### config.mk
export PLATFORM = sky130hd
export DESIGN_NAME = bit_deserializer
export DESIGN_NICKNAME = d
export VERILOG_FILES = /design/src/rtl/bit_deserializer.sv
export SDC_FILE = /design/constraint.sdc
export NUM_CORES = 1
export LEC_CHECK = 0
export ABC_CLOCK_PERIOD_IN_PS = 2700
export BUFFER_PORTS_ARGS = -buffer_cell sky130_fd_sc_hd__buf_2
export CORE_ASPECT_RATIO = 0.8
export CORE_MARGIN = 2
export CORE_UTILIZATION = 53
export CTS_CLUSTER_DIAMETER = 80
export DETAILED_ROUTE_END_ITERATION = 16
export GPL_ROUTABILITY_DRIVEN = 0
export GPL_TIMING_DRIVEN = 0
export PLACE_DENSITY_LB_ADDON = 0.05
export SLEW_MARGIN = 20
export SYNTH_ARGS = -nofsm -noshare
export SYNTH_HDL_FRONTEND = slang
export SYNTH_SLANG_ARGS = --single-unit
### constraint.sdc
create_clock -name clk -period 2.7 [get_ports clk]
set_clock_uncertainty 0.05 [all_clocks]
set_input_delay 0.135 -clock clk [delete_from_list [all_inputs] [get_ports clk]]
set_output_delay 0.135 -clock clk [all_outputs]
set_load 0.01 [all_outputs]
### src/rtl/bit_deserializer.sv
// Serial-to-parallel word assembler: gathers WIDTH accepted bits into a word and
// holds it in a single output register behind a valid/ready handshake.
module bit_deserializer #(
  parameter int unsigned WIDTH     = 12,
  parameter bit          LSB_FIRST = 1'b0
) (
  input  logic             clk,
  input  logic             rst_n,
  input  logic             din,
  input  logic             din_valid,
  output logic             din_ready,
  input  logic             sync,
  output logic [WIDTH-1:0] dout,
  output logic             dout_valid,
  input  logic             dout_ready,
  output logic             frame_err,
  input  logic             err_clr
);

  localparam int unsigned     CW   = (WIDTH > 1) ? $clog2(WIDTH) : 1;
  localparam logic [CW-1:0]   LAST = CW'(WIDTH - 1);

  logic [WIDTH-1:0] acc;
  logic [WIDTH-1:0] acc_shift;
  logic [WIDTH-1:0] acc_seed;
  logic [WIDTH-1:0] acc_nxt;
  logic [WIDTH-1:0] dout_nxt;
  logic [CW-1:0]    cnt;
  logic [CW-1:0]    cnt_nxt;
  logic             at_last;
  logic             partial;
  logic             accept;
  logic             consume;
  logic             dout_valid_nxt;
  logic             frame_err_nxt;

  assign at_last   = (cnt == LAST);
  assign partial   = (cnt != '0);
  // Only the closing bit of a word can stall, and only while the output is full.
  assign din_ready = !(at_last && dout_valid && !dout_ready);
  assign accept    = din_valid && din_ready;
  assign consume   = dout_valid && dout_ready;

  generate
    if (LSB_FIRST) begin : g_lsb
      assign acc_shift = {din, acc[WIDTH-1:1]};
      assign acc_seed  = {din, {(WIDTH-1){1'b0}}};
    end else begin : g_msb
      assign acc_shift = {acc[WIDTH-2:0], din};
      assign acc_seed  = {{(WIDTH-1){1'b0}}, din};
    end
  endgenerate

  always_comb begin
    acc_nxt        = acc;
    cnt_nxt        = cnt;
    dout_nxt       = dout;
    dout_valid_nxt = dout_valid;
    frame_err_nxt  = frame_err;

    if (consume) begin
      dout_valid_nxt = 1'b0;
    end

    if (sync) begin
      // A sync bit always starts a fresh word, so it can never complete one.
      if (accept) begin
        acc_nxt = acc_seed;
        cnt_nxt = CW'(1);
      end else begin
        acc_nxt = '0;
        cnt_nxt = '0;
      end
    end else if (accept) begin
      if (at_last) begin
        dout_nxt       = acc_shift;
        dout_valid_nxt = 1'b1;
        acc_nxt        = '0;
        cnt_nxt        = '0;
      end else begin
        acc_nxt = acc_shift;
        cnt_nxt = cnt + CW'(1);
      end
    end

    if (sync && partial) begin
      frame_err_nxt = 1'b1;
    end else if (err_clr) begin
      frame_err_nxt = 1'b0;
    end
  end

  always_ff @(posedge clk or negedge rst_n) begin
    if (!rst_n) begin
      acc        <= '0;
      cnt        <= '0;
      dout       <= '0;
      dout_valid <= 1'b0;
      frame_err  <= 1'b0;
    end else begin
      acc        <= acc_nxt;
      cnt        <= cnt_nxt;
      dout       <= dout_nxt;
      dout_valid <= dout_valid_nxt;
      frame_err  <= frame_err_nxt;
    end
  end

endmodule

==> After elaboration in Yosys (flattened, before gate mapping) <==
Cells that the tools add are included.
{ "totals": {"ramBits": 0, "n_memories": 0, "out_inout_bits": 15, "input_bits": 7, "reg_bits": 29, "rom_bits": 0, "word_cells": 33, "latch_bits": 0} }
{ "op_classes": {"mul": 0, "div_mod_pow": 0, "shift": 0, "magnitude_cmp": 0, "eq_ne": 1, "mux": 14, "add_sub_neg": 1, "n_bitwise": 1, "n_reduce_logical": 11} }
{ "op_table": {"columns": ["operator", "n"], "rows": [
  ["two-way mux 11 bit", 3],
  ["two-way mux 4 bit", 3],
  ["two-way mux 1 bit", 8],
  ["logical AND 1 bit", 5],
  ["adder 4 x 1 -> 4 bit, second input constant", 1],
  ["equality test 4 bit, second input constant", 1],
  ["nonzero test 2 bit", 2],
  ["nonzero test 4 bit", 1],
  ["AND reduction 3 bit", 1],
  ["zero test 1 bit", 2],
  ["inverter 1 bit", 1]
]} }

==> Longest topological paths before layout <==
Gate-level depths: netlist of run 1.
{ "depth": {"depth_word": 7, "depth_mapped": 5, "depth_no_buf": 4} }

==> Least setup slack after synthesis of run 1 <==
OpenSTA, ideal clock, no wires.
{ "synth_timing": {"path_type": "flip-flop to flip-flop", "start": "register cnt[0]", "end": "register dout[0]", "required_time_ps": 2525, "stages_incl_launch_ff": 6, "setup_ps": 125, "path_slack_ps": 1048, "synth_period_minus_slack_ps": 1652, "t_arrival_ps": 1477, "n_path_buf": 1, "path_cell_list": "dfrtp_1 ha_1 nand3b_4 and3b_4 buf_12 mux2_4"} }
{ "synth_between": {"elab_chain_len": 6} }
{ "synth_lines": {"columns": ["element", "line", "text"], "rows": [
  ["from (decl)", "28", "logic [CW-1:0] cnt;"],
  ["from (signal assigned)", "102", "cnt <= cnt_nxt;"],
  ["equality test 4 bit (*)", "37", "assign at_last = (cnt == LAST);"],
  ["logical AND 1 bit (2 in a row)", "40", "assign din_ready = !(at_last && dout_valid && !dout_ready);"],
  ["zero test 1 bit", "40", null],
  ["logical AND 1 bit", "41", "assign accept = din_valid && din_ready;"],
  ["AND reduction 3 bit (no line) (*)", null, null],
  ["to (signal assigned)", "103", "dout <= dout_nxt;"],
  ["to (decl)", "13", "output logic [WIDTH-1:0] dout,"]
]} }
Every way passes the cells marked *; elsewhere a longest branch is shown, timed or not.
A chain may end at the register's enable or synchronous reset.

==> Final worst setup path of run 1 <==
{ "layout_timing": {"start": "register cnt[0]", "end": "register dout[9]"} }
The elaborated chain is that of the path after synthesis.

==> impl_metrics.ini, run 1 <==
[cts]
clock_tree_from_tritoncts = yes
clockRootBuffer = sky130_fd_sc_hd__clkbuf_4
clkSinkCount = 29
clkLatencyLatePin_ns = 0.33
htree_num_levels = 2
numCtsBuffers = 5
cts_post_setup_buffers_inserted = 0
worst_setup_hold_path_clk_slew_ns = 0.10
postCtsResizedCells = 0
cts_max_path_buffers = 2

[floorplan]
start_util_pct = 54.9
floorplan.die.width_um = 60.0
floorplan.die_area_mm2 = 0.00293
die_h_um = 48.8
placeableCoreArea_mm2 = 0.00242
core.rowCount = 16
ios = 22

[setup_path]
cpMaxStageDelayCell = sky130_fd_sc_hd__dfrtp_1
biggest_fanout_along_the_worst_timing_path = 10
worst_ep_required_time_ns = 2.86
regToRegEndpoint = dout[9]$_DFFE_PN0P_
reg2regPathDepth = 5
cpPeakStageDelay_ns = 0.44
worstPathArrival_ns = 1.98
worstSetupPathType = reg2reg
cp-start-kind = flop
critical_path.reg2reg.startpoint = cnt[0]$_DFFE_PN0P_
cell_family_contributing_the_most_delay_on_the_critical_path = simple AND/OR/NAND/NOR gates
crit_buf_inv = 1
r2r_slack_ns = 0.88
endpoint_kind = flop
cp_cell_sequence = ha_1, nand3b_4, and3b_4, buf_12, mux2_4

[min_path]
hold_path.class = in2reg
worstHoldPathCells = 2
hold_path_end = dout[0]$_DFFE_PN0P_
holdCritStartpoint = din

[global_routing]
antenna_found_initial = 0
grt_start_max_net_pins = 30
overflow = 0
grt_pass1_wl_mm = 4.48
gr-usage-all-layers_pct = 20.5
grt_pass1_vias = 932

[route]
drtIter0Drc = 33
viasPerCell = 5.38
num_vias = 953
post-route-drc-count = 0
wirelength_mm = 2.56
antenna_left = 0
route.detailed.wl_per_inst_um = 14.4
detail_route.first_pass.iterations = 4

[timing]
final.setup.tns_ns = 0
slew_headroom_pct = 58.0
setup_viol = 0
tightestPinTransition_ns = 0.630
final_min_period_over_clock_period_pct = 67.5
grt_setup_unrepaired = no
max_clock_freq_mhz = 549
final_hold_vios = 0
post-route-worst-setup-slack_ns = 0.878
finalWorstPathRequiredPeriod_ns = 1.82
timing_max_transition_violations_final = 0

[pwr]
p_leak_nw = 0.805
power-per-cell-area_mw_per_mm2 = 603
irDropWorstVdd_mv = 0.420

[yosys]
synth-adder-area-share_pct = 1.88
syn-num-nets = 121
post_synth_and_or_nand_nor_area_fraction_pct = 14.2
yosysWarningCount = 0
syn-mean-instance-area_um2 = 11.9
synth_cell_types = 31
synth_top_family_by_area = multiplexers
post_synth_inst_count = 112
synth.mux.area_fraction_pct = 14.5
netlist_area_mm2 = 0.00133
synth.yosys.seq_area_share_pct = 54.6
yosys_register_bits = 29
yosys.area_share.xor_xnor_pct = 0
synth_compound_area_share_pct = 9.98

[status]
outcome = finished, final reports clean

[cells_and_area]
final_common_cell = sky130_fd_sc_hd__dfrtp_1
num-fill-cells = 204
highest_count_cells_in_the_layout_ignoring_fill_and_taps = sky130_fd_sc_hd__dfrtp_1 (29), sky130_fd_sc_hd__buf_2 (21), sky130_fd_sc_hd__nand2_1 (14)
flow.area_growth_from_synthesis_pct = 19.4
utilization_pct = 65.5
insertedDiodeCount = 0
drive_above_1_share_pct = 33.3
nNetsFinal = 149

[place]
dpl_worst_slack_ns = 0.906
placement.io_buffers = 20
hpwl_mm = 1.73

[job]
max_cap_viols = 0
worst max path at each step:
stage | start | to | slack (ns) | cells past startpoint
floorplan | cnt[0]$_DFFE_PN0P_ | dout[0]$_DFFE_PN0P_ | 1.05 | 5
global placement | cnt[0]$_DFFE_PN0P_ | dout[8]$_DFFE_PN0P_ | 0.94 | 5
detailed placement | cnt[0]$_DFFE_PN0P_ | dout[11]$_DFFE_PN0P_ | 0.91 | 5
CTS | cnt[0]$_DFFE_PN0P_ | dout[9]$_DFFE_PN0P_ | 0.89 | 5
global route | cnt[0]$_DFFE_PN0P_ | dout[9]$_DFFE_PN0P_ | 0.79 | 5
finish | cnt[0]$_DFFE_PN0P_ | dout[9]$_DFFE_PN0P_ | 0.88 | 5
kinds of logic (layout without fill, tap and decap cells):
logic type,Yosys count,after routing
AOI/OAI and AO/OA,21,21
adders and majority gates,2,2
buffers and inverters,12,41
DFF,29,29
muxes,14,14
and+or+nand+nor,34,34
metrics by stage:
stage	hold slack (ns)	instances	cell area [µm²]	power, mW
global placement	0.136	168	1470	0.517
finish	0.00689	177	1590	0.957
global route	0.00861	177	1590	0.994
detailed placement	0.141	168	1470	0.518
floorplan	-0.211	112	1330	0.493
CTS	0.00338	177	1590	0.960
where the power goes:
part	total, mW	internal, mW	switching (mW)
clock	0.446	0.287	0.159
combinational	0.0586	0.0216	0.0370
sequential	0.453	0.444	0.00917
total	0.957	0.752	0.205
metal layers:
metal  GRT usage (%)  part of all wire, %  vias up
met5               0                    0        -
met4            6.67                 0.74        0
met3            4.77                  5.1        3
met2            29.0                   44       27
met1            31.1                   50      466
li1                -                    -      457
cells in the mapped netlist:
library cell,count,share of area [%]
sky130_fd_sc_hd__clkbuf_2,1,0.38
sky130_fd_sc_hd__nand2b_1,1,0.47
sky130_fd_sc_hd__or2_2,1,0.47
sky130_fd_sc_hd__nor2b_2,1,0.66
sky130_fd_sc_hd__nand4_1,7,3.3
sky130_fd_sc_hd__dfrtp_1,29,55
sky130_fd_sc_hd__nand3b_4,1,1.5
sky130_fd_sc_hd__a22o_1,1,0.66
sky130_fd_sc_hd__o32ai_1,1,0.66
sky130_fd_sc_hd__mux2_4,10,11
sky130_fd_sc_hd__inv_1,5,1.4
sky130_fd_sc_hd__a21oi_1,1,0.38
sky130_fd_sc_hd__a41oi_1,1,0.66
sky130_fd_sc_hd__buf_12,1,1.5
sky130_fd_sc_hd__nor2b_1,1,0.47
sky130_fd_sc_hd__o31ai_1,1,0.57
sky130_fd_sc_hd__o2111ai_1,1,0.66
sky130_fd_sc_hd__o21a_1,1,0.57
sky130_fd_sc_hd__clkinv_1,1,0.28
sky130_fd_sc_hd__buf_2,1,0.38
sky130_fd_sc_hd__clkbuf_1,3,0.85
sky130_fd_sc_hd__a211oi_1,1,0.57
sky130_fd_sc_hd__mux2i_1,2,1.5
sky130_fd_sc_hd__ha_1,2,1.9
sky130_fd_sc_hd__nand2_1,14,4.0
sky130_fd_sc_hd__mux2_2,2,1.7
sky130_fd_sc_hd__and3b_4,1,0.94
sky130_fd_sc_hd__nor2_1,2,0.57
sky130_fd_sc_hd__o211ai_1,2,1.1
sky130_fd_sc_hd__o21ai_0,11,4.1
sky130_fd_sc_hd__nand3_1,5,1.9
sequential cells by signal, summed over array words and instances (netlist names):
name,cells
cnt,4
dout_valid,1
frame_err,1
dout,12
acc,11
what timing repair did:
item / 4_1_cts / 5_1_grt
hold endpoints to repair: 29 / 0
hold buffers: 1 / 0
setup endpoints to repair: 0 / 0
worst reg2reg max path, delay by kind of cell, from the launching register on:
kind | cells | cell delay, ns
muxes | 1 | 0.30
DFF | 1 | 0.44
and+or+nand+nor | 2 | 0.52
adders and majority gates | 1 | 0.24
buffers and inverters | 1 | 0.15
cell type report:
cell class / count / area [µm²] / area share (%)
Buffer: 6 / 41.3 / 2.60
Clock buffer: 5 / 37.5 / 2.37
Tap cell: 36 / 45.0 / 2.84
Sequential cell: 29 / 726 / 45.7
Multi-Input combinational cell: 71 / 539 / 34.0
Clock inverter: 3 / 65.1 / 4.10
Timing Repair Buffer: 21 / 110 / 6.94
Inverter: 6 / 22.5 / 1.42
Note: power is estimated with default switching activity, not from simulation.
==> run 2, diff against run 1 <==
--- a/config.mk
+++ b/config.mk
@@ -5,7 +5,7 @@
 export SDC_FILE = /design/constraint.sdc
 export NUM_CORES = 1
 export LEC_CHECK = 0
-export ABC_CLOCK_PERIOD_IN_PS = 2700
+export ABC_CLOCK_PERIOD_IN_PS = 1800
 export BUFFER_PORTS_ARGS = -buffer_cell sky130_fd_sc_hd__buf_2
 export CORE_ASPECT_RATIO = 0.8
 export CORE_MARGIN = 2
==> constraint.sdc (replaced) <==
create_clock -name clk -period 1.8 [get_ports clk]
set_clock_uncertainty 0.05 [all_clocks]
set_input_delay 0.09 -clock clk [delete_from_list [all_inputs] [get_ports clk]]
set_output_delay 0.09 -clock clk [all_outputs]
set_load 0.01 [all_outputs]
==> run 2 against run 1 <==
  * Largest power group unchanged
  * Largest cell class unchanged
  * Sequential power rose by 49%
  * Final cell count rose by 2.3%
  * Core utilization rose by 1.5 points
  * Design area rose by 2.4%
  * Critical path type unchanged
==> impl_metrics.ini, run 2 (synthesis gave the netlist of run 1 again) <==
[setup_path]
cp-start-kind = flop
worstSetupPathType = reg2reg
endpoint_kind = flop
worst_ep_required_time_ns = 1.95
biggest_fanout_along_the_worst_timing_path = 10
reg2regPathDepth = 5
worstPathArrival_ns = 1.86

[cells_and_area]
insertedDiodeCount = 0
multi_input_area_um2 = 542
regMostFlops = dout
drive_above_1_share_pct = 34.5
num-fill-cells = 201
flow.area_growth_from_synthesis_pct = 22.2
final_common_cell = sky130_fd_sc_hd__dfrtp_1
largest_reg_flops = 12
largestRegisters = dout (12), acc (11), cnt (4)
final-seq-area_um2 = 726
finish.instance_area_mm2 = 0.00162
final-instance-count-excl-fill = 181
nNetsFinal = 153
highest_count_cells_in_the_layout_ignoring_fill_and_taps = sky130_fd_sc_hd__dfrtp_1 (29), sky130_fd_sc_hd__buf_2 (21), sky130_fd_sc_hd__nand2_1 (14)

[cts]
clock_tree_from_tritoncts = yes
cts_max_path_buffers = 2
clockRootBuffer = sky130_fd_sc_hd__clkbuf_4
htree_num_levels = 2
clkSinkCount = 29
worst_setup_hold_path_clk_slew_ns = 0.10
numCtsBuffers = 5
clkLatencyLatePin_ns = 0.32

[floorplan]
core.rowCount = 16
placeableCoreArea_mm2 = 0.00242
start_util_pct = 54.9
die_h_um = 48.8
ios = 22
floorplan.die.width_um = 60.0
floorplan.die_area_mm2 = 0.00293

[place]
hpwl_mm = 1.73
postPlaceCellArea_mm2 = 0.00147
placement.io_buffers = 20
post-place-cells = 168

[pwr]
p_leak_nw = 0.821
power-per-cell-area_mw_per_mm2 = 886
irDropWorstVdd_mv = 0.625

[route]
drtIter0Drc = 33
wirelength_mm = 2.56
detail_route.first_pass.iterations = 4
viasPerCell = 5.31
antenna_left = 0
num_vias = 962
route.detailed.wl_per_inst_um = 14.1
post-route-drc-count = 0

[min_path]
worstHoldPathCells = 2
hold_path.class = in2reg

[timing]
setup_viol = 0
final_min_period_over_clock_period_pct = 94.9
final.setup.tns_ns = 0
final_hold_vios = 0
max_clock_freq_mhz = 585
timing_max_transition_violations_final = 0
worst_hold_slack_across_all_endpoints_ns = 0.0230
grt_setup_unrepaired = no
slew_headroom_pct = 57.9
finalWorstPathRequiredPeriod_ns = 1.71
tightestPinTransition_ns = 0.631

[job]
max_cap_viols = 0

[global_routing]
overflow = 0
gr-usage-all-layers_pct = 20.6
grt_pass1_vias = 930
grt_start_max_net_pins = 30
grt_pass1_wl_mm = 4.47
antenna_found_initial = 0

[status]
outcome = finished, final reports clean
-- run 2: metrics by stage --
step	worst slack (ns)	total power, mW	util [%]
global route	0.0193	1.50	67.0
finish	0.0915	1.44	67.0
floorplan	0.148	0.739	-
global placement	0.0429	0.776	60.8
CTS	0.0228	1.45	66.6
detailed placement	0.00635	0.778	60.8
-- run 2: layer usage --
metal	vias up	part of all wire (%)	track usage (%)
met2	29	46	29.0
met3	0	4.6	4.77
met1	470	50	31.2
li1	463	-	-
met5	-	0	0
met4	0	0	6.67
-- run 2: path summary, 6_finish.rpt --
kind | startpoint | to | slack (ns)
min reg2reg | dout[3]$_DFFE_PN0P_ | dout[3]$_DFFE_PN0P_ | 0.46
min in group asynchronous | rst_n | dout[0]$_DFFE_PN0P_ | 0.27
max | cnt[0]$_DFFE_PN0P_ | dout[9]$_DFFE_PN0P_ | 0.09
min | sync | cnt[3]$_DFFE_PN0P_ | 0.02
max reg2reg | cnt[0]$_DFFE_PN0P_ | dout[9]$_DFFE_PN0P_ | 0.09
max in group asynchronous | rst_n | acc[7]$_DFFE_PN0P_ | 1.00
-- run 2: area by class of cell --
class | instances | area share, %
inverter | 6 | 1.39
buffer | 6 | 2.54
clock buffer | 5 | 2.31
timing repair buffer | 25 | 8.94
tap | 36 | 2.77
sequential | 29 | 44.7
clock inverter | 3 | 4.01
multi-input combinational | 71 | 33.4
-- run 2: worst max-delay path: stages, from the launching register on --
cell and delay [ns]:
sky130_fd_sc_hd__dfrtp_1 0.37, sky130_fd_sc_hd__ha_2 0.21, sky130_fd_sc_hd__nand3b_4 0.13, sky130_fd_sc_hd__and3b_4 0.36, sky130_fd_sc_hd__buf_12 0.15, sky130_fd_sc_hd__mux2_4 0.30
-- run 2: where the power goes --
| group | internal (mW) | switching, mW | leakage [nW] |
|---|---|---|---|
| clock network | 0.430 | 0.231 | 0.0552 |
| logic | 0.0417 | 0.0608 | 0.368 |
| registers | 0.665 | 0.0101 | 0.398 |
-- run 2: timing repair --
item	CTS	global route
pin swaps	0	0
resized for setup	0	1
setup buffers	1	1
endpoints found under the setup margin	5	11
hold buffers	3	0
hold endpoints to repair	32	0
==> run 3, diff against run 2 <==
--- a/config.mk
+++ b/config.mk
@@ -5,8 +5,9 @@
 export SDC_FILE = /design/constraint.sdc
 export NUM_CORES = 1
 export LEC_CHECK = 0
-export ABC_CLOCK_PERIOD_IN_PS = 1800
+export ABC_CLOCK_PERIOD_IN_PS = 1750
 export BUFFER_PORTS_ARGS = -buffer_cell sky130_fd_sc_hd__buf_2
+export CAP_MARGIN = 5
 export CORE_ASPECT_RATIO = 0.8
 export CORE_MARGIN = 2
 export CORE_UTILIZATION = 53
@@ -15,6 +16,7 @@
 export GPL_ROUTABILITY_DRIVEN = 0
 export GPL_TIMING_DRIVEN = 0
 export PLACE_DENSITY_LB_ADDON = 0.05
+export RECOVER_POWER = 100
 export SLEW_MARGIN = 20
 export SYNTH_ARGS = -nofsm -noshare
 export SYNTH_HDL_FRONTEND = slang
==> constraint.sdc (replaced) <==
create_clock -name clk -period 1.75 [get_ports clk]
set_clock_uncertainty 0.05 [all_clocks]
set_input_delay 0.0875 -clock clk [delete_from_list [all_inputs] [get_ports clk]]
set_output_delay 0.0875 -clock clk [all_outputs]
set_load 0.01 [all_outputs]
==> run 3 against run 2 <==
  * Flip-flop and latch count is the same
  * Largest cell class unchanged
  * Power grew 3.0%
  * Clock power grew 3.2%
  * First-iteration DRC count shrank 27%
  * Critical path depth is the same
==> impl_metrics.ini, run 3 (synthesis gave the netlist of run 1 again) <==
[status]
outcome = finished, final reports clean

[timing]
tightestPinTransition_ns = 0.703
max_clock_freq_mhz = 600
grt_setup_unrepaired = no
setup_viol = 0
final_hold_vios = 0
timing_max_transition_violations_final = 0
final.setup.tns_ns = 0
finalWorstPathRequiredPeriod_ns = 1.67
worst_hold_slack_across_all_endpoints_ns = 0.0175
slew_headroom_pct = 53.2
final_min_period_over_clock_period_pct = 95.3

[setup_path]
r2r_slack_ns = 0.08
biggest_fanout_along_the_worst_timing_path = 10
worst_ep_required_time_ns = 1.92
cp-start-kind = flop
endpoint_kind = flop
worstPathArrival_ns = 1.83
worstSetupPathType = reg2reg

[pwr]
internal_pwr_total_mw = 1.17
pwr-share-seq_pct = 47.0
p_leak_nw = 0.765
total_switching_power_mw = 0.315
switching_share_pct = 21.3
clock_power_share_pct = 46.0
irDropWorstVdd_mv = 0.654
power_frac_comb_pct = 7.0
power-per-cell-area_mw_per_mm2 = 927
power_mw = 1.48

[cts]
clkSinkCount = 29
worst_setup_hold_path_clk_slew_ns = 0.10
clockRootBuffer = sky130_fd_sc_hd__clkbuf_4
cts_max_path_buffers = 2
htree_num_levels = 2
clock_tree_from_tritoncts = yes
clkLatencyLatePin_ns = 0.32
numCtsBuffers = 5

[job]
max_cap_viols = 0

[cells_and_area]
num-fill-cells = 213
multi_input_area_um2 = 533
regMostFlops = dout
utilization_pct = 66.1
highest_count_cells_in_the_layout_ignoring_fill_and_taps = sky130_fd_sc_hd__dfrtp_1 (29), sky130_fd_sc_hd__clkbuf_1 (19), sky130_fd_sc_hd__nand2_1 (14)
flow.area_growth_from_synthesis_pct = 20.4
drive_above_1_share_pct = 20.5
largest_reg_flops = 12
final_common_cell = sky130_fd_sc_hd__dfrtp_1
nNetsFinal = 154
largestRegisters = dout (12), acc (11), cnt (4)
final-seq-area_um2 = 726
insertedDiodeCount = 0

[route]
wirelength_mm = 2.59
detail_route.first_pass.iterations = 4
viasPerCell = 5.39
antenna_left = 0
drtIter0Drc = 24
post-route-drc-count = 0
route.detailed.wl_per_inst_um = 14.2
num_vias = 981

[global_routing]
antenna_found_initial = 0
grt_pass1_vias = 941
overflow = 0
grt_start_max_net_pins = 30
gr-usage-all-layers_pct = 20.6
grt_pass1_wl_mm = 4.49

[floorplan]
placeableCoreArea_mm2 = 0.00242
ios = 22
core.rowCount = 16
floorplan.die.width_um = 60.0
start_util_pct = 54.9
die_h_um = 48.8
floorplan.die_area_mm2 = 0.00293

[place]
placement.io_buffers = 20
hpwl_mm = 1.73

[min_path]
hold_path.class = in2reg
## run 3: repair_timing
item | CTS | global route
buffers inserted | 2 | 1
hold endpoints to repair | 32 | 0
gates resized for setup | 1 | 1
endpoints found under the setup margin | 10 | 10
hold buffers | 3 | 0
pin swaps | 0 | 1
## run 3: worst max-delay path: stages (launching register included)
cell,delay [ns]
sky130_fd_sc_hd__dfrtp_1,0.40
sky130_fd_sc_hd__ha_4,0.16
sky130_fd_sc_hd__nand3b_4,0.13
sky130_fd_sc_hd__and3b_4,0.35
sky130_fd_sc_hd__buf_12,0.14
sky130_fd_sc_hd__mux2_1,0.33
## run 3: final timing paths
path / start / endpoint / depth (start not counted)
hold / removal: sync / cnt[3]$_DFFE_PN0P_ / 2
min in group asynchronous: rst_n / dout[2]$_DFFE_PN0P_ / 2
setup reg to reg: cnt[1]$_DFFE_PN0P_ / dout[4]$_DFFE_PN0P_ / 5
hold reg to reg: dout[7]$_DFFE_PN0P_ / dout[7]$_DFFE_PN0P_ / 1
setup / recovery: cnt[1]$_DFFE_PN0P_ / dout[4]$_DFFE_PN0P_ / 5
max in group asynchronous: rst_n / dout[9]$_DFFE_PN0P_ / 2
## run 3: layer usage
layer,routed length [µm],GRT usage (%)
met4,36,6.67
met5,0,0
met2,1140,29.5
met1,1260,30.7
met3,157,4.77
## run 3: power groups by stage
stage               Combinational (mW)  Sequential, mW  Clock, mW
floorplan                       0.0499           0.711          0
global placement                0.0875           0.710          0
global route                     0.118           0.699      0.729
finish                           0.104           0.697      0.682
detailed placement              0.0881           0.712          0
CTS                              0.106           0.695      0.693
## run 3: cell type report
| type | instances | share of cell area, % |
|---|---|---|
| Tap cell | 36 | 2.81 |
| Clock buffer | 5 | 2.35 |
| Multi-Input combinational cell | 71 | 33.3 |
| Clock inverter | 3 | 4.07 |
| Buffer | 6 | 2.58 |
| Timing Repair Buffer | 26 | 8.13 |
| Inverter | 6 | 1.41 |
| Sequential cell | 29 | 45.3 |
## run 3: per-stage QoR
step                      setup WS [ns]  area [µm²]  instances
after detailed placement        -0.0436        1470        168
after floorplan                  0.0984        1330        112
after CTS                        0.0395        1620        181
final                            0.0823        1600        182
after global placement         -0.00709        1470        168
after global routing             0.0168        1600        182
